<file path="config.mk">
export PLATFORM = sky130hd
export DESIGN_NAME = mult_arbiter
export DESIGN_NICKNAME = d
export VERILOG_FILES = /design/src/rtl/mult_arbiter.sv
export SDC_FILE = /design/constraint.sdc
export NUM_CORES = 1
export LEC_CHECK = 0
export CAP_MARGIN = 10
export CELL_PAD_IN_SITES_DETAIL_PLACEMENT = 1
export CELL_PAD_IN_SITES_GLOBAL_PLACEMENT = 1
export CORE_MARGIN = 3
export CORE_UTILIZATION = 43
export DETAILED_ROUTE_END_ITERATION = 6
export DONT_BUFFER_PORTS = 1
export PLACE_DENSITY = 0.86
export SLEW_MARGIN = 20
export SYNTH_ARGS = -nofsm -noshare
export SYNTH_HDL_FRONTEND = slang
export SYNTH_SLANG_ARGS = --single-unit
export TNS_END_PERCENT = 5
</file>
<file path="constraint.sdc">
create_clock -name clk -period 1.8 [get_ports clk]
set_input_delay 0.27 -clock clk [delete_from_list [all_inputs] [get_ports clk]]
set_output_delay 0.27 -clock clk [all_outputs]
set_load 0.01 [all_outputs]
</file>
<file path="src/rtl/mult_arbiter.sv">
// mult_arbiter: round-robin sharing of one external signed WxW multiplier
// between two valid/ready requesters, with a single tagged result channel.
module mult_arbiter #(
    parameter int W     = 4,
    parameter int CNT_W = 8
) (
    input  logic             clk,
    input  logic             reset,
    input  logic             req0_valid,
    input  logic [W-1:0]     req0_a,
    input  logic [W-1:0]     req0_b,
    output logic             req0_ready,
    input  logic             req1_valid,
    input  logic [W-1:0]     req1_a,
    input  logic [W-1:0]     req1_b,
    output logic             req1_ready,
    output logic [W-1:0]     mul_in0,
    output logic [W-1:0]     mul_in1,
    input  logic [2*W-1:0]   mul_out,
    output logic             res_valid,
    output logic [2*W-1:0]   res_data,
    output logic             res_id,
    input  logic             res_ready,
    output logic [CNT_W-1:0] done_count
);

    typedef enum logic [1:0] {IDLE, CALC, DONE} state_t;

    state_t             state_q, state_d;
    logic [W-1:0]       mul_in0_q, mul_in1_q;
    logic               owner_q;
    logic               last_grant_q;
    logic               res_valid_q;
    logic [2*W-1:0]     res_data_q;
    logic               res_id_q;
    logic [CNT_W-1:0]   done_cnt_q;

    logic               grant_vld;
    logic               grant_id;
    logic               res_hs;

    // Arbitration: a tie goes to the requester that was not granted last.
    // Nothing is granted while reset is high so no handshake can occur then.
    always_comb begin
        grant_vld = 1'b0;
        grant_id  = 1'b0;
        if (state_q == IDLE && !reset) begin
            if (req0_valid && req1_valid) begin
                grant_vld = 1'b1;
                grant_id  = ~last_grant_q;
            end else if (req0_valid) begin
                grant_vld = 1'b1;
                grant_id  = 1'b0;
            end else if (req1_valid) begin
                grant_vld = 1'b1;
                grant_id  = 1'b1;
            end
        end
    end

    assign res_hs = (state_q == DONE) && res_ready;

    // State register.
    always_ff @(posedge clk) begin
        if (reset) state_q <= IDLE;
        else       state_q <= state_d;
    end

    // Next-state logic: accept -> one multiply cycle -> hold until taken.
    always_comb begin
        state_d = state_q;
        case (state_q)
            IDLE:    if (grant_vld) state_d = CALC;
            CALC:    state_d = DONE;
            DONE:    if (res_ready) state_d = IDLE;
            default: state_d = IDLE;
        endcase
    end

    // Output logic: at most one ready, only toward the granted requester.
    always_comb begin
        req0_ready = grant_vld && !grant_id;
        req1_ready = grant_vld &&  grant_id;
    end

    // Datapath: operand latch on accept, product capture in CALC, counter on handshake.
    always_ff @(posedge clk) begin
        if (reset) begin
            mul_in0_q    <= '0;
            mul_in1_q    <= '0;
            owner_q      <= 1'b0;
            last_grant_q <= 1'b1;
            res_valid_q  <= 1'b0;
            res_data_q   <= '0;
            res_id_q     <= 1'b0;
            done_cnt_q   <= '0;
        end else begin
            if (grant_vld) begin
                mul_in0_q    <= grant_id ? req1_a : req0_a;
                mul_in1_q    <= grant_id ? req1_b : req0_b;
                owner_q      <= grant_id;
                last_grant_q <= grant_id;
            end
            if (state_q == CALC) begin
                res_data_q  <= mul_out;
                res_id_q    <= owner_q;
                res_valid_q <= 1'b1;
            end
            if (res_hs) begin
                res_valid_q <= 1'b0;
                done_cnt_q  <= done_cnt_q + 1'b1;
            end
        end
    end

    assign mul_in0    = mul_in0_q;
    assign mul_in1    = mul_in1_q;
    assign res_valid  = res_valid_q;
    assign res_data   = res_data_q;
    assign res_id     = res_id_q;
    assign done_count = done_cnt_q;

endmodule

</file>
* Word-level counts from Yosys, hierarchy flattened
Index checks and enable logic that the tools add are counted.
** Storage, ports and cells
- Register bits :: 30
- Bits of input ports :: 29
- Output and inout bits :: 28
- Word-level logic and storage cells :: 37
** Cells by class
- $add $sub $neg :: 1
- Equal/unequal tests :: 4
- Multiplexer cells :: 12
- Bitwise operators :: 1
- Reductions and logical operators :: 10
** Operators with widths (count)
- $add 8x1->8 const B :: 1
- $mux 4 :: 2
- $mux 1 :: 7
- $pmux 2 s3 :: 1
- $logic_and 1x1->1 :: 5
- $mux 2 :: 2
- $ne 2x2->1 const B :: 2
- $eq 2x1->1 const B :: 1
- $eq 2x2->1 const B :: 1
- $logic_not 1->1 :: 2
- $logic_not 2->1 :: 1
- $reduce_and 2->1 :: 1
- $reduce_or 2->1 :: 1
- $not 1->1 :: 1

* Longest topological paths before layout
Gate-level depths: netlist of the first run.
- Depth after elaboration :: 6
- Gate-level depth with buffers :: 5

* Worst setup path before layout of the first run
No wires, ideal clock.
- Path kind :: register -> output
- Start point :: reg state_q[1]
- End point :: out req0_ready
- Arrival time :: 1084 ps
- Setup slack :: 446 ps
- Cell stages (with the launch flop) :: 4
- Cell sequence :: dfxtp_1 nor3_2 nand2_1 nor2_1
** Between the ends
- Cells in the longest elaborated chain, start to end :: 5
- Elaborated cells on any way between the ends :: 6
- Those cells by class :: 2 x mux; 4 x reduce/logical
** Ends and longest elaborated chain
- start: declaration :: RTL line 29 : state_t state_q, state_d;
- start signal: assignment :: RTL line 66 : else state_q <= state_d;
- $logic_not 2->1 (*) :: RTL line 47 : if (state_q == IDLE && !reset) begin
- $logic_and 1x1->1 (*) :: RTL line 47
- $mux 1 :: RTL line 47
- $logic_not 1->1 :: RTL line 82 : req0_ready = grant_vld && !grant_id;
- $logic_and 1x1->1 (*) :: RTL line 82
- end: declaration :: RTL line 12 : output logic req0_ready,
Every way passes the cells marked *; elsewhere a longest branch is shown, timed or not.

* Final worst setup path of the first run
- Start point :: reg state_q[0]
- End point :: out req0_ready
The elaborated chain is that of the path after synthesis.

==> results of run 1 <==
==> repair_timing <==
| action | 4_1_cts | 5_1_grt |
|---|---|---|
| endpoints found under the setup margin | 0 | 1 |
| hold endpoints to repair | 15 | 3 |
| hold buffers | 1 | 1 |
| resized for setup | 0 | 1 |
==> placed cells by master, fill, tap and decap left out, drive strengths merged, types with 2 or more instances in the layout <==
cell type	Yosys	layout
a21oi	22	22
buf	3	3
clkbuf	5	6
dfxtp	30	30
dlygate4sd3	0	2
inv	12	12
nand2	21	21
nor2	6	6
nor2b	2	2
o211ai	8	8
o21ai	3	3
o31ai	2	2
o32ai	8	8
or3	2	2
or4	2	2
==> layout make-up <==
cell class / instances / area, um^2 / share of cell area (%)
sequential: 30 / 601 / 43.6
multi-input combinational: 95 / 588 / 42.6
clock buffer: 6 / 51.3 / 3.72
inverter: 12 / 45.0 / 3.27
timing repair buffer: 5 / 42.5 / 3.09
tap: 31 / 38.8 / 2.81
clock inverter: 2 / 12.5 / 0.907
==> worst max-delay path, stage by stage, from the launching register on <==
cell and delay (ns):
dfxtp_1 0.38, nor3_4 0.26, nand2_1 0.16, nor2_1 0.23
==> flip-flops by register name (all words and copies together), names as in the netlist <==
register / flops
done_count: 8
res_data: 8
mul_in0: 4
mul_in1: 4
state_q: 2
last_grant_q: 1
owner_q: 1
res_id: 1
res_valid: 1
==> final timing paths <==
path,cells past startpoint,endpoint
setup reg to reg,3,done_count[7]
hold reg to reg,2,res_id
hold / removal,1,last_grant_q
setup / recovery,3,req0_ready
==> layer usage <==
metal,track usage [%],part of all wire (%)
met1,19.6,41
met2,31.8,50
met3,9.07,8.1
met4,6.33,1.2
met5,0,0
==> kinds of logic after synthesis <==
family | synth area share [%]
multiplexers | 1.69
AO/OA/AOI/OAI | 24.2
XOR/XNOR | 1.39
AND/OR/NAND/NOR | 17.9
buffers and inverters | 6.16
flip-flops | 47.7
adder cells (fa/ha/maj) | 0.993
==> power by group through the flow <==
stage / registers [mW] / logic, mW / clock network [mW]
2_1_floorplan: 0.767 / 0.120 / 0
3_5_place_dp: 0.778 / 0.143 / 0
3_3_place_gp: 0.775 / 0.134 / 0
5_1_grt: 0.769 / 0.174 / 0.477
6_report: 0.762 / 0.152 / 0.426
4_1_cts: 0.762 / 0.150 / 0.435
==> per-stage QoR <==
stage                     util (%)  hold slack (ns)
after floorplan                  -            0.406
after global placement        46.3            0.343
after detailed placement      46.3            0.345
after CTS                     49.0        0.0000704
after global routing          49.6           0.0257
final                         49.6           0.0394
==> out/qor.yml, run 1 <==
die_area_um2: 3620
worst_ir_drop_vdd_v: 0.000594
ys.flop_type: "dfxtp_1"
grt_pass1_wl_mm: 4.91
hp-start: "reset"
dp_slack_ns: 0.382
crit_path_start: "state_q[0]"
r2r_start: "state_q[1]"
drv_cap: 0
cts_made_buffers: 5
post_cts_buffers: 0
synth_edf_count: 0
antenna_found_initial: 0
fmax_mhz: 610
vias_per_cell: 6.00
report.final.slew_viol_count: 0
crit_type: "reg -> out"
vias: 1086
r2r_slack_ns: 0.33
ys_seq_area_share_pct: 47.7
drt-wirelength-per-cell_um: 17.5
clk_path_buf_depth: 2
ant_nets: 0
power_mw: 1.34
netlist.area_leader.share_pct: 47.7
firstDrtPassIters: 4
syn-instance-count: 145
core_um2: 2780
ios: 57
path_max_fanout: 6
grt-ovfl-total: 0
place_area_um2: 1290
yosysWarnings: 0
cts_tree: "done"
setup-violations-final: 0
nNetsFinal: 179
fin_ws_ns: 0.162
synth_area_leader_cell: "dfxtp_1"
run_status: "complete, no violations"
hold_class: "in -> reg"
synth_area_leaders: "dfxtp_1 (48%), a21oi_1 (8.7%), nand2_1 (6.3%), o32ai_1 (5.6%), o211ai_1 (4.8%)"
hpwl_mm: 2.24
power.internal_mw: 0.961
dp_cells: 171
syn_nets: 175
cp-start-kind: "flop"
fin_setup_tns_ns: 0
fin_cells: 181
timing.final.crit_share_pct: 91.0
drt_iter0_drc: 33
layout-drive-gt1-share_pct: 12.7
skew_ns: 0.0161
grt_use_total_pct: 18.5
critPathRequiredTime_ns: 1.53
synth.most_common_cell: "dfxtp_1"
gp_congestion: 0.714
period_needed_ns: 1.64
power_switching_mw: 0.379
wl_mm: 3.16
seqPwrFrac_pct: 56.9
rsz0062_at_grt: "false"
p_sw_share_pct: 28.3
n_fill_cell: 334
port_buffers: 0
antenna_cells: 0
ctsRootBufferMaster: "clkbuf_4"
die_w_um: 60.1
cts_max_level: 2
synth_area_um2: 1260
rows: 19
p_comb_share_pct: 11.4
grt_pass1_vias: 1129
leakagePower_nw: 0.499
die_h_um: 60.1
worstPathArrival_ns: 1.37
ys_ff_latch: 30
avgSynthCellArea_um2: 8.69
clkLatencyLatePin_ns: 0.34
design_area_um2: 1380
clkSlewWorstSetupHoldPaths_ns: 0.11
clock_sinks: 30
hold_viol: 0
area_growth_pct: 9.43
clkPwrFrac_pct: 31.8
relSlewSlack_pct: 61.4
start_util_pct: 45.3
p_per_area_nw_per_um2: 971
tightest_slew_ns: 0.577
async_flop_share_pct: 0
worst_setup_path_end_kind: "primary output"
grt_max_degree: 18
route.detailed.drc: 0
synth_cell_types: 35
netlist_top_cells_count: "dfxtp_1 (30), a21oi_1 (22), nand2_1 (21)"
Power figures use the tool's default switching activity.
==> run 2, diff against run 1 <==
CORE_UTILIZATION = 41   (was 43)
CTS_BUF_LIST = sky130_fd_sc_hd__clkbuf_4   (was not set)
clock period = 1.41 ns   (was 1.8 ns; I/O delays follow)
==> run 2 against run 1 <==
Compared with the run above: sequential power grew 28%; combinational power grew 45%; die area increased by 4.4%; cell count up 4.4%; clock skew fell by 0.0016 ns; via count up 5.1%; total power is 52% higher; clock power is 98% higher; first-iteration DRC count down 18%; non-clock buffer count rose by 8; sequential share of layout area down 3.2 points.
==> out/qor.yml, run 2 (same netlist as run 1, synthesis figures left out) <==
critPathMaxStageDelay_ns: 0.37  # about the same
clkSlewWorstSetupHoldPaths_ns: 0.10  # about the same
p_per_area_nw_per_um2: 1360  # +40%
fin_setup_tns_ns: 0  # unchanged
antenna_cells: 0  # unchanged
rows: 19  # unchanged
n_fill_cell: 338  # +1.2%
die_h_um: 61.4  # +2.2%
timing.final.crit_share_pct: 98.2
path_max_fanout: 6  # unchanged
wl_mm: 3.38  # +7.0%
ant_nets: 0  # unchanged
ios: 57  # unchanged
p_sw_share_pct: 24.1  # -4.2 points
cts_made_buffers: 5  # unchanged
vias: 1141  # +5.1%
grt_pass1_vias: 1146  # +1.5%
grt_max_degree: 28  # +10
power_switching_mw: 0.491  # +30%
cts_max_level: 2  # unchanged
tightest_slew_ns: 1.02  # +0.439 ns
layout_commonest_cell: "dfxtp_1"
hold_class: "in -> reg"
mostFrequentLayoutCells: "dfxtp_1 (26), a21oi_1 (22), nand2_1 (20)"
report.final.slew_viol_count: 0  # unchanged
p_comb_share_pct: 10.8  # -0.6 points
area_growth_pct: 19.0
period_needed_ns: 1.38
cp-start-kind: "flop"
core_um2: 2850  # +2.6%
drt-wirelength-per-cell_um: 17.9  # +2.4%
skew_ns: 0.0145  # -0.00164 ns
leakagePower_nw: 0.571  # +14%
grt_use_total_pct: 19.1  # +0.61 points
vias_per_cell: 6.04  # +0.62%
clkPwrFrac_pct: 41.5  # +9.7 points
setup-violations-final: 0  # unchanged
fmax_mhz: 722
route.detailed.drc: 0  # unchanged
clkLatencyLatePin_ns: 0.32  # -0.02 ns
antenna_found_initial: 0  # unchanged
gp_congestion: 0.797  # +12%
drt_iter0_drc: 27  # -18%
nNetsFinal: 187  # +4.5%
ctsRootBufferMaster: "clkbuf_4"
power.internal_mw: 1.55  # +61%
hpwl_mm: 2.41  # +7.5%
die_area_um2: 3770  # +4.4%
relSlewSlack_pct: 32.2  # -29 points
worst_setup_path_end_kind: "primary output"
crit_buf_inv: 0  # unchanged
start_util_pct: 44.2  # -1.1 points
die_w_um: 61.4  # +2.2%
port_buffers: 0  # unchanged
grt-ovfl-total: 0  # unchanged
clock_sinks: 30  # unchanged
hold_viol: 0  # unchanged
worstPathArrival_ns: 1.17  # -0.20 ns
crit_type: "reg -> out"
layout-drive-gt1-share_pct: 20.3  # +7.6 points
worst_ir_drop_vdd_v: 0.00114  # +92%
grt_pass1_wl_mm: 5.24  # +6.8%
rsz0062_at_grt: "true"
run_status: "complete, no violations"
cts_tree: "done"
cp_cell_sequence: "nor3_4 -> nand2_2 -> nor2_4"
critical_path.slowest_cell: "dfxtp_2"
seqPwrFrac_pct: 47.8  # -9.1 points
clk_path_buf_depth: 2  # unchanged
firstDrtPassIters: 3  # -1
power_mw: 2.04  # +52%
critical-path-top-delay-family: "simple AND/OR/NAND/NOR gates"
critPathRequiredTime_ns: 1.20  # -0.33 ns
drv_cap: 0  # unchanged
==> run 2: changes by cell type in the layout (fill, tap and decap cells not counted), moves of 2 or more <==
cell / change
bufinv_16: +2
buf_4: +7
dfxtp_2: +4
dfxtp_1: -4
==> run 2: routing by layer <==
metal	up-vias	global-route usage (%)	part of all wire [%]
li1	543	-	-
met1	551	19.8	38
met2	37	33.2	52
met3	10	7.97	7.0
met4	0	9.39	2.6
met5	-	0	0
==> run 2: repair_timing <==
item	in CTS	in global routing
gates resized for setup	7	3
hold endpoints to repair	27	1
setup endpoints to repair	2	24
hold buffers	2	1
setup buffers	1	0
pin swaps	2	1
==> run 2: power by group through the flow <==
stage,Sequential [mW],Combinational (mW),Clock (mW)
6_report,0.973,0.220,0.845
3_5_place_dp,0.991,0.187,0
2_1_floorplan,0.979,0.154,0
4_1_cts,0.975,0.217,0.869
5_1_grt,0.982,0.246,0.918
3_3_place_gp,0.988,0.176,0
==> run 2: worst register-to-register path: cells and delay by family (launching register included) <==
| family | cells | cell delay (ns) |
|---|---|---|
| mux | 1 | 0.37 |
| flops | 1 | 0.46 |
| simple gates | 2 | 0.44 |
==> run 2: cell type report <==
| class | instances | area (um^2) | share of cell area (%) |
|---|---|---|---|
| well taps | 31 | 38.8 | 2.59 |
| inverters | 12 | 45.0 | 3.01 |
| repair buffers | 13 | 108 | 7.18 |
| clock buffers | 5 | 37.5 | 2.50 |
| flip-flops and latches | 30 | 606 | 40.4 |
| clock inverters | 3 | 63.8 | 4.26 |
| multi-input cells | 95 | 601 | 40.1 |
==> run 2: metrics by stage <==
step	instance area [um^2]	utilization, %	hold slack, ns	instances	worst slack, ns
finish	1500	52.5	0.0191	189	0.0257
global route	1500	52.5	0.000217	189	-0.0837
CTS	1480	52.0	0.000984	188	-0.0278
detailed placement	1330	46.8	0.286	177	0.0280
global placement	1330	46.8	0.283	177	0.114
floorplan	1260	-	0.347	145	0.110
==> run 2: worst paths after layout <==
check / from / to / slack [ns] / cells after the start
worst max-delay path: state_q[0] / req0_ready / 0.03 / 3
worst min register to register: owner_q / res_id / 0.48 / 2
worst min-delay path: mul_out[1] / res_data[1] / 0.02 / 2
worst max register to register: done_count[4] / done_count[7] / 0.07 / 3
==> run 3, diff against run 2 <==
CAP_MARGIN = not set   (was 10)
==> results of run 3 <==
Same layout as run 2: the final DEF is identical, and so are final timing and power.
